==> config.mk <==
export PLATFORM = sky130hd
export DESIGN_NAME = led_pulse_monitor
export DESIGN_NICKNAME = d
export VERILOG_FILES = /design/src/rtl/led_pulse_monitor.sv
export SDC_FILE = /design/constraint.sdc
export NUM_CORES = 1
export LEC_CHECK = 0
export ABC_AREA = 0
export CAP_MARGIN = 20
export CORE_MARGIN = 4
export CORE_UTILIZATION = 38
export DETAILED_ROUTE_END_ITERATION = 8
export DONT_BUFFER_PORTS = 1
export GPL_ROUTABILITY_DRIVEN = 0
export PLACE_DENSITY_LB_ADDON = 0.08
export SYNTH_ARGS = -nofsm -noshare
export SYNTH_HDL_FRONTEND = slang
export SYNTH_SLANG_ARGS = --single-unit
==> constraint.sdc <==
create_clock -name clk -period 6.3 [get_ports clk]
set_input_delay 0.63 -clock clk [delete_from_list [all_inputs] [get_ports clk]]
set_output_delay 0.63 -clock clk [all_outputs]
set_load 0.01 [all_outputs]
==> src/rtl/led_pulse_monitor.sv <==
// led_pulse_monitor: glitch-filtered LED pattern change detector.
// Emits {pattern, interval} events into a small valid/ready FIFO.
module led_pulse_monitor #(
    parameter int STABLE_CYCLES = 3,
    parameter int DEPTH         = 4,
    parameter int IW            = 16
) (
    input  logic          clk,
    input  logic          rst,
    input  logic [7:0]    led_i,
    output logic          evt_valid,
    input  logic          evt_ready,
    output logic [7:0]    evt_led,
    output logic [IW-1:0] evt_interval,
    output logic [15:0]   evt_count,
    output logic          overflow,
    input  logic          ovf_clr
);

    localparam int AW = $clog2(DEPTH);
    localparam int HW = $clog2(STABLE_CYCLES + 1);
    localparam bit SINGLE = (STABLE_CYCLES == 1);

    typedef enum logic [1:0] {
        S_INIT,
        S_STABLE,
        S_CAND
    } state_t;

    state_t        r_state;
    state_t        w_state_nxt;
    logic [7:0]    r_sync1;
    logic [7:0]    r_sync2;
    logic [7:0]    w_led_s;
    logic [1:0]    r_init_cnt;
    logic [7:0]    r_stable;
    logic [7:0]    r_cand;
    logic [HW-1:0] r_hold;
    logic [IW-1:0] r_interval;
    logic [15:0]   r_count;
    logic          r_ovf;

    logic [7:0]    r_mem_led [DEPTH];
    logic [IW-1:0] r_mem_int [DEPTH];
    logic [AW:0]   r_wptr;
    logic [AW:0]   r_rptr;

    logic w_init_exit;
    logic w_accept;
    logic w_load_cand;
    logic w_hold_inc;
    logic w_hold_done;
    logic w_empty;
    logic w_full;
    logic w_pop;
    logic w_push;
    logic w_drop;

    assign w_led_s     = r_sync2;
    assign w_hold_done = (r_hold == HW'(STABLE_CYCLES - 1));

    // Two-flop synchronizer for the asynchronous LED bus
    always_ff @(posedge clk or posedge rst) begin
        if (rst) begin
            r_sync1 <= '0;
            r_sync2 <= '0;
        end else begin
            r_sync1 <= led_i;
            r_sync2 <= r_sync1;
        end
    end

    // FSM state register
    always_ff @(posedge clk or posedge rst) begin
        if (rst) begin
            r_state <= S_INIT;
        end else begin
            r_state <= w_state_nxt;
        end
    end

    // FSM next-state logic
    always_comb begin
        w_state_nxt = r_state;
        case (r_state)
            S_INIT: begin
                if (r_init_cnt == 2'd2) begin
                    w_state_nxt = S_STABLE;
                end
            end
            S_STABLE: begin
                if (w_led_s != r_stable && !SINGLE) begin
                    w_state_nxt = S_CAND;
                end
            end
            S_CAND: begin
                if (w_led_s == r_cand) begin
                    if (w_hold_done) begin
                        w_state_nxt = S_STABLE;
                    end
                end else if (w_led_s == r_stable) begin
                    w_state_nxt = S_STABLE;
                end
            end
            default: w_state_nxt = S_INIT;
        endcase
    end

    // FSM outputs: strobes for the datapath
    always_comb begin
        w_init_exit = 1'b0;
        w_accept    = 1'b0;
        w_load_cand = 1'b0;
        w_hold_inc  = 1'b0;
        case (r_state)
            S_INIT: begin
                w_init_exit = (r_init_cnt == 2'd2);
            end
            S_STABLE: begin
                if (w_led_s != r_stable) begin
                    w_load_cand = 1'b1;
                    w_accept    = SINGLE;
                end
            end
            S_CAND: begin
                if (w_led_s == r_cand) begin
                    w_accept   = w_hold_done;
                    w_hold_inc = !w_hold_done;
                end else if (w_led_s != r_stable) begin
                    w_load_cand = 1'b1;
                end
            end
            default: begin
                w_init_exit = 1'b0;
            end
        endcase
    end

    // Detector datapath: baseline, candidate, hold count, interval, count
    // On accept the candidate equals led_s, so led_s is the accepted value.
    always_ff @(posedge clk or posedge rst) begin
        if (rst) begin
            r_init_cnt <= '0;
            r_stable   <= '0;
            r_cand     <= '0;
            r_hold     <= '0;
            r_interval <= '0;
            r_count    <= '0;
        end else begin
            if (r_state == S_INIT && r_init_cnt != 2'd2) begin
                r_init_cnt <= r_init_cnt + 2'd1;
            end
            if (w_load_cand) begin
                r_cand <= w_led_s;
                r_hold <= HW'(1);
            end else if (w_hold_inc) begin
                r_hold <= r_hold + HW'(1);
            end
            if (w_init_exit) begin
                r_stable   <= w_led_s;
                r_interval <= '0;
            end else if (w_accept) begin
                r_stable   <= w_led_s;
                r_interval <= IW'(1);
                r_count    <= r_count + 16'd1;
            end else if (r_state != S_INIT && r_interval != '1) begin
                r_interval <= r_interval + IW'(1);
            end
        end
    end

    assign w_empty = (r_wptr == r_rptr);
    assign w_full  = (r_wptr[AW] != r_rptr[AW]) &&
                     (r_wptr[AW-1:0] == r_rptr[AW-1:0]);
    assign w_pop   = !w_empty && evt_ready;
    assign w_push  = w_accept && (!w_full || w_pop);
    assign w_drop  = w_accept && w_full && !w_pop;

    // Event FIFO: pop and push may coincide, even when full
    always_ff @(posedge clk or posedge rst) begin
        if (rst) begin
            r_wptr <= '0;
            r_rptr <= '0;
            for (int i = 0; i < DEPTH; i++) begin
                r_mem_led[i] <= '0;
                r_mem_int[i] <= '0;
            end
        end else begin
            if (w_pop) begin
                r_rptr <= r_rptr + 1'b1;
            end
            if (w_push) begin
                r_mem_led[r_wptr[AW-1:0]] <= w_led_s;
                r_mem_int[r_wptr[AW-1:0]] <= r_interval;
                r_wptr <= r_wptr + 1'b1;
            end
        end
    end

    // Sticky overflow; a drop in the same cycle beats the clear
    always_ff @(posedge clk or posedge rst) begin
        if (rst) begin
            r_ovf <= 1'b0;
        end else if (w_drop) begin
            r_ovf <= 1'b1;
        end else if (ovf_clr) begin
            r_ovf <= 1'b0;
        end
    end

    assign evt_valid    = !w_empty;
    assign evt_led      = r_mem_led[r_rptr[AW-1:0]];
    assign evt_interval = r_mem_int[r_rptr[AW-1:0]];
    assign evt_count    = r_count;
    assign overflow     = r_ovf;

endmodule
* Word level (Yosys, flattened, before mapping) *
Index checks and enable logic that the tools add are counted.

word-level totals
  register bits after elaboration = 173
  input bits = 12
  word-level logic and storage cells = 104

operators by class
  $add $sub $neg = 6
  $lt $le $gt $ge = 3
  equal/unequal tests = 16
  muxes and demuxes = 35
  bitwise logic cells = 3
  reductions and logical operators = 21

operator list
  kind                   count
  $mux 16                6
  $bwmux 64              1
  $mux 8                 5
  $add 16x1->16 const B  2
  $bmux 16 s2            1
  $bwmux 32              1
  $demux 16 s2           1
  $bmux 8 s2             1
  $demux 8 s2            1
  $eq 8x8->1             2
  $ne 16x16->1 const B   1
  $mux 2                 7
  $mux 1                 9
  $logic_and 1x1->1      8
  $ne 8x8->1             1
  $reduce_bool 2->1      4
  $add 3x1->3 const B    2
  $eq 2x2->1 const B     3
  $ge 3x3->1 const B     2
  $ne 2x2->1 const B     3
  $ne 3x3->1 const B     2
  $not 2->3              2
  $pmux 2 s3             1
  $add 2x1->2 const B    2
  other kinds (13)       16

* Depth between registers and ports, before layout *
Gate-level depths: netlist of run 1.

  word-level depth = 6
  depth in mapped cells = 8
  depth with buffers taken out = 6

* Worst setup path after synthesis of run 1 *
OpenSTA, ideal clock, no wires.

  path kind = register to output
  from = register r_rptr[0]
  to = output evt_interval[10]
  data arrival time = 1700 ps
  slack = 3970 ps
  stages on the path, launching flop included = 4
  cells stage by stage = dfrtp_1 -> buf_2 -> buf_1 -> mux4_2

on the way
  word-level cells in the longest chain between the ends = 4

ends and longest elaborated chain
  item                                        RTL line  text
  from (decl)                                 46        logic [AW:0] r_rptr;
  from (signal assigned)                      190       r_rptr <= r_rptr + 1'b1;
  $not 2->3 (not written as such)             213       assign evt_interval = r_mem_int[r_rptr[AW-1:0]];
  $bmux 16 s2                                 213
  $mux 16 (not written as such) (2 in a row)  213
  to (decl)                                   14        output logic [IW-1:0] evt_interval,

Every way passes these cells. The select of a mux whose other input is x is not followed.

* Worst setup path after layout of run 1 *
  from = register r_sync2[2]
  to = register r_stable[5]

on the way
  word-level cells in the longest chain between the ends = 4

ends and longest elaborated chain
  item                         RTL line  text
  from (decl)                  33        logic [7:0] r_sync2;
  from (signal assigned)       69        r_sync2 <= r_sync1;
  $eq 8x8->1                   126       if (w_led_s == r_cand) begin
  $mux 1                       126
  $mux 1                       -
  $reduce_bool 2->1 (no line)  -
  to (signal assigned)         160       r_stable <= w_led_s;
  to (signal assigned)         163       r_stable <= w_led_s;
  to (decl)                    36        logic [7:0] r_stable;

Every way passes these cells.
A chain may end at the register's enable or synchronous reset.

==> results of run 1 <==
## cells by family (layout without fill, tap and decap cells)
logic type,after synthesis,after routing
flops,173,173
mux,140,140
simple gates,93,93
xor+xnor,55,55
buf+inv,50,51
compound gates,20,20
fa+ha+maj,12,12
## power by group
part | internal [uW] | switching, uW | leakage, uW
sequential | 1190 | 66.0 | 0.00233
combinational | 165 | 189 | 0.00127
clock | 747 | 441 | 0.000329
## state kept, by name, summed over array words and instances (netlist names), 8 cells and up
| signal | cells |
|---|---|
| r_interval | 16 |
| r_sync1 | 8 |
| r_mem_int | 64 |
| r_stable | 8 |
| evt_count | 16 |
| r_mem_led | 32 |
| r_sync2 | 8 |
| r_cand | 8 |
## final cells by class
type                       count  area (sq um)  area share [%]
clock inverter                14           239            2.79
sequential                   173          4330            50.5
inverter                      14          57.6           0.671
multi-input combinational    320          3160            36.8
clock buffer                  18           429            5.00
timing repair buffer           5          35.0           0.408
tap                          265           332            3.86
## per-layer routing
metal  share of wire [%]  up-vias
met5                   0        -
met4                 1.2        0
met3                 5.4       12
met2                  48       64
met1                  46     2213
li1                    -     1910
## worst reg2reg max path: stages, from the launching register on
cell,delay [ns]
dfrtp_1,0.53
xnor2_1,0.17
nand4_1,0.42
nor3_1,0.88
a21o_2,0.54
mux2_2,0.40
## cell usage in the layout, fill, tap and decap left out, types with 2 or more instances in the layout
master / Yosys / routed
bufinv_16: 0 / 6
and3_1: 4 / 4
and4_1: 4 / 4
buf_4: 2 / 4
clkinv_4: 0 / 2
mux2_2: 114 / 114
a31oi_1: 2 / 2
nand2b_1: 4 / 4
nor2_1: 21 / 21
mux2i_1: 2 / 2
xnor2_1: 37 / 37
inv_1: 14 / 13
nand2_1: 14 / 14
o211ai_1: 2 / 2
clkbuf_16: 0 / 17
nand2_2: 4 / 4
nor4_1: 6 / 6
dfrtp_1: 173 / 172
ha_1: 12 / 12
clkinv_2: 0 / 3
mux4_2: 24 / 24
nand3_1: 8 / 8
xor2_1: 18 / 18
inv_6: 0 / 4
nand4_1: 16 / 16
nor3_1: 4 / 4
a41oi_1: 2 / 2
o21ai_0: 3 / 3
## final timing paths
| path | startpoint | to | slack [ns] | cells after the start |
|---|---|---|---|---|
| worst max-delay path | r_sync2[2] | r_stable[5] | 3.23 | 5 |
| worst max register to register | r_sync2[2] | r_stable[5] | 3.23 | 5 |
| worst min register to register | r_sync1[0] | r_sync2[0] | 0.35 | 0 |
| worst min-delay path | rst | r_mem_int[58] | 0.11 | 1 |
| max in group asynchronous | rst | r_rptr[0] | 4.97 | 2 |
| min in group clk | led_i[1] | r_sync1[1] | 0.23 | 0 |
## metrics by stage
stage                     util [%]  std cells  setup slack (ns)
after floorplan                  -        543             0.982
after global placement        40.0        776              3.18
after detailed placement      40.0        776              3.11
after CTS                     43.3        808              3.10
after global routing          43.4        809              2.93
final                         43.4        809              3.23
==> impl_metrics.py, run 1 <==
metrics = {
    "global_routing": {
        "track_usage_pct": 13.8,
        "grt_pass1_vias": 4482,
        "top_usage_layer": "met2",
        "grtUsageMet1_pct": 18.4,
        "antenna_found_initial": 0,
        "grt_pass1_wl_um": 24400,
        "grt.met2_usage_pct": 22.1,
        "grt_max_degree": 62,
        "grt_use_met3_pct": 4.34,
        "overflow": 0,
    },
    "clock_tree": {
        "cts_tree": "yes",
        "htreeDepth": 4,
        "cts_setup_buffers": 0,
        "cts.repair.resized": 0,
        "clkLatencyLatePin_ns": 0.42,
        "path_clk_slew_ns": 0.07,
        "ctsHoldBuffers": 0,
        "clockRootBuffer": "clkbuf_16",
        "cts.sinks": 173,
        "cts_buffer_depth": 2,
        "numCtsBuffers": 17,
    },
    "final_layout": {
        "final_area_sq_um": 8580,
        "insertedDiodeCount": 0,
        "fillers": 1841,
        "drive_above_1_share_pct": 34.0,
        "final_net_count": 555,
        "areaGrowthSynthToFinish_pct": 10.7,
    },
    "floorplanning": {
        "start_util_pct": 39.2,
        "core_sq_um": 19800,
        "die_area_sq_um": 22700,
        "io_pins": 54,
        "placement_rows": 51,
        "die_h_um": 151,
        "die_w_um": 151,
    },
    "drt": {
        "postRouteAntennaNets": 0,
        "num_vias": 4199,
        "dr.pass1.iters": 6,
        "drcViolationCount": 0,
        "dr.first_iter.drc_count": 157,
        "vias_per_cell": 5.19,
        "routed_wl_um": 14700,
        "post_drt_wl_per_cell_um": 18.2,
    },
    "place": {
        "placed_cell_area_sq_um": 7910,
        "io_buffers": 0,
        "hpwl_um": 9500,
    },
    "timing": {
        "setup_viol": 0,
        "period_needed_ns": 3.07,
        "rsz0062_at_grt": "no",
        "fin_crit_sh_pct": 48.7,
        "clock_skew_ns": 0.00918,
        "whs_ns": 0.113,
        "timing.fmax_ghz": 0.326,
        "slew-limit-headroom_pct": 34.5,
        "tns_ns": 0,
        "tightest_slew_ns": 0.974,
        "hold_violations": 0,
        "final_max_slew_viol_count": 0,
    },
    "worst_setup_path": {
        "path_cells": "xnor2_1, nand4_1, nor3_1, a21o_2, mux2_2",
        "worst-setup-path-type": "flip-flop to flip-flop",
        "startpoint_type": "flip-flop",
        "cp_max_fo": 23,
        "crit_required_ns": 6.60,
        "critical_path_arrival_ns": 3.37,
        "critPathMaxStageDelay_ns": 0.88,
        "crit_buf_inv": 0,
        "crit_slowest_cell": "nor3_1",
        "crit_family": "simple AND/OR/NAND/NOR gates",
        "critPathCaptureType": "flip-flop",
    },
    "pwr": {
        "pwr_density_cell_nw_per_um2": 326,
        "ir_drop_v": 0.000181,
        "p_total_uw": 2800,
        "cellLeakagePower_uw": 0.00393,
    },
    "yosys": {
        "synth.distinct_cells": 46,
        "ys_seq_area_share_pct": 55.9,
        "syn_avg_cell_area_sq_um": 14.3,
        "yosysWarnings": 0,
        "ys_ff_latch": 173,
        "async_flop_share_pct": 100,
        "synth_mux_area_share_pct": 23.8,
        "synth_top_cells_by_count": "dfrtp_1, mux2_2, xnor2_1",
        "ys_top_cells_by_area": "dfrtp_1, mux2_2, mux4_2, xnor2_1, xor2_1",
        "synth_top_area_cell": "dfrtp_1",
        "synth_most_common_cell": "dfrtp_1",
        "synth_top_family_by_area": "multiplexers",
        "synth_top_area_share_pct": 55.9,
        "ys.flop_type": "dfrtp_1",
        "syn_nets": 567,
        "synthAdderAreaFrac_pct": 1.94,
        "synth_edf_count": 0,
        "synthXorXnorAreaFrac_pct": 6.22,
        "synth-compound-area-share_pct": 2.07,
        "synthSimpleGateAreaFrac_pct": 6.64,
        "syn-cell-area_sq_um": 7750,
        "synth_cells": 543,
    },
    "outcome": {
        "outcome": "finished clean",
    },
    "hold_path": {
        "min_path_type": "input pin to async pin",
    },
    "run": {
        "cap_violations": 0,
    },
}
Note: power is estimated with default switching activity, not from simulation.
==> inputs of run 2 (changes only) <==
==> constraint.sdc (replaced) <==
create_clock -name clk -period 3 [get_ports clk]
set_input_delay 0.3 -clock clk [delete_from_list [all_inputs] [get_ports clk]]
set_output_delay 0.3 -clock clk [all_outputs]
set_load 0.01 [all_outputs]
==> impl_metrics.py, run 2 (same netlist as run 1, synthesis figures left out) <==
metrics = {
    "outcome": {
        "outcome": "finished clean",
    },
    "final_layout": {
        "top_register": "r_mem_int",
        "drive_above_1_share_pct": 35.2,
        "fin_cells": 831,
        "layout_commonest_cell": "dfrtp_1",
        "reg_top3": "r_mem_int (64), r_mem_led (32)",
        "final_cell_mix": "dfrtp_1, mux2_2, xnor2_1",
        "areaGrowthSynthToFinish_pct": 13.5,
        "insertedDiodeCount": 0,
        "final_net_count": 577,
        "largest_reg_flops": 64,
    },
    "drt": {
        "dr.pass1.iters": 4,
        "postRouteAntennaNets": 0,
        "routed_wl_um": 15400,
        "num_vias": 4271,
        "post_drt_wl_per_cell_um": 18.6,
        "drcViolationCount": 0,
        "vias_per_cell": 5.14,
        "dr.first_iter.drc_count": 133,
    },
    "global_routing": {
        "grt.met2_usage_pct": 23.5,
        "grt_use_met3_pct": 3.86,
        "grt_pass1_vias": 4565,
        "grt_pass1_wl_um": 25400,
        "grtUsageMet1_pct": 19.5,
        "track_usage_pct": 14.7,
        "overflow": 0,
        "top_usage_layer": "met2",
        "antenna_found_initial": 0,
        "grt_max_degree": 56,
    },
    "worst_setup_path": {
        "critPathMaxStageDelay_ns": 0.57,
        "crit_required_ns": 3.31,
        "crit_buf_inv": 1,
        "path_cells": "xnor2_1, nand4_1, nor4_4, nand2_2, buf_12, mux2_2",
        "critPathCaptureType": "flip-flop",
        "crit_family": "simple AND/OR/NAND/NOR gates",
        "worst-setup-path-type": "flip-flop to flip-flop",
        "startpoint_type": "flip-flop",
        "cp_max_fo": 14,
        "crit_slowest_cell": "nor4_4",
        "critical_path_arrival_ns": 2.81,
    },
    "floorplanning": {
        "placement_rows": 51,
        "start_util_pct": 39.2,
        "die_h_um": 151,
        "die_w_um": 151,
        "die_area_sq_um": 22700,
        "core_sq_um": 19800,
        "io_pins": 54,
    },
    "timing": {
        "hold_violations": 0,
        "slew-limit-headroom_pct": 58.0,
        "setup_viol": 0,
        "tns_ns": 0,
        "final_max_slew_viol_count": 0,
        "tightest_slew_ns": 0.626,
        "whs_ns": 0.0372,
        "rsz0062_at_grt": "no",
        "timing.fmax_ghz": 0.399,
        "period_needed_ns": 2.51,
        "clock_skew_ns": 0.0136,
        "fin_crit_sh_pct": 83.5,
    },
    "clock_tree": {
        "cts.repair.resized": 0,
        "cts_tree": "yes",
        "numCtsBuffers": 17,
        "path_clk_slew_ns": 0.08,
        "cts_setup_buffers": 0,
        "clkLatencyLatePin_ns": 0.43,
        "cts_buffer_depth": 2,
        "htreeDepth": 4,
        "ctsHoldBuffers": 9,
        "clockRootBuffer": "clkbuf_16",
        "cts.sinks": 173,
    },
    "pwr": {
        "pwr_density_cell_nw_per_um2": 653,
        "cellLeakagePower_uw": 0.00403,
        "ir_drop_v": 0.000367,
    },
    "place": {
        "place_inst": 790,
        "io_buffers": 0,
        "hpwl_um": 10200,
    },
    "hold_path": {
        "min_path_type": "input pin to flip-flop",
    },
    "run": {
        "cap_violations": 0,
    },
}
## run 2: cell count changes in the layout (fill, tap and decap cells not counted), sizes merged
cell,before,now
clkinvlp,0,2
bufinv,6,2
buf,4,18
clkinv,5,3
inv,17,22
clkbuf,19,17
dlygate4sd3,0,9
## run 2: final cells by class
type	count	area, sq um
fillers	1816	11000
clock inverters	15	195
well taps	265	332
flip-flops and latches	173	4330
inverters	14	56.3
repair buffers	27	300
multi-input cells	320	3160
clock buffers	17	425
## run 2: per-layer routing
layer,up-vias,routed length (um)
met5,-,0
met1,2239,7060
met3,16,678
met4,0,202
li1,1962,-
met2,54,7510
## run 2: path summary, 6_finish.rpt
kind	startpoint	to	slack, ns	cells after the start
min in group asynchronous	rst	r_mem_int[43]	0.42	2
max in group asynchronous	rst	r_rptr[0]	1.58	3
hold reg to reg	r_sync1[5]	r_sync2[5]	0.35	0
setup / recovery	r_sync2[0]	r_mem_int[9]	0.49	6
hold / removal	evt_ready	r_rptr[2]	0.04	2
setup reg to reg	r_sync2[0]	r_mem_int[9]	0.49	6
## run 2: where the power goes
group	internal, uW	switching [uW]
logic	397	405
registers	2490	143
clock network	1280	1030
total	4170	1570
## run 2: stage by stage
step           worst slack [ns]  instance area, sq um  total power (uW)  utilization, %
5_1_grt                   0.309                  8800              6030            44.5
3_5_place_dp              0.483                  8090              3500            40.9
4_1_cts                   0.448                  8800              5830            44.5
2_1_floorplan             0.489                  7750              3270               -
3_3_place_gp              0.508                  8090              3470            40.9
6_report                  0.494                  8800              5740            44.5
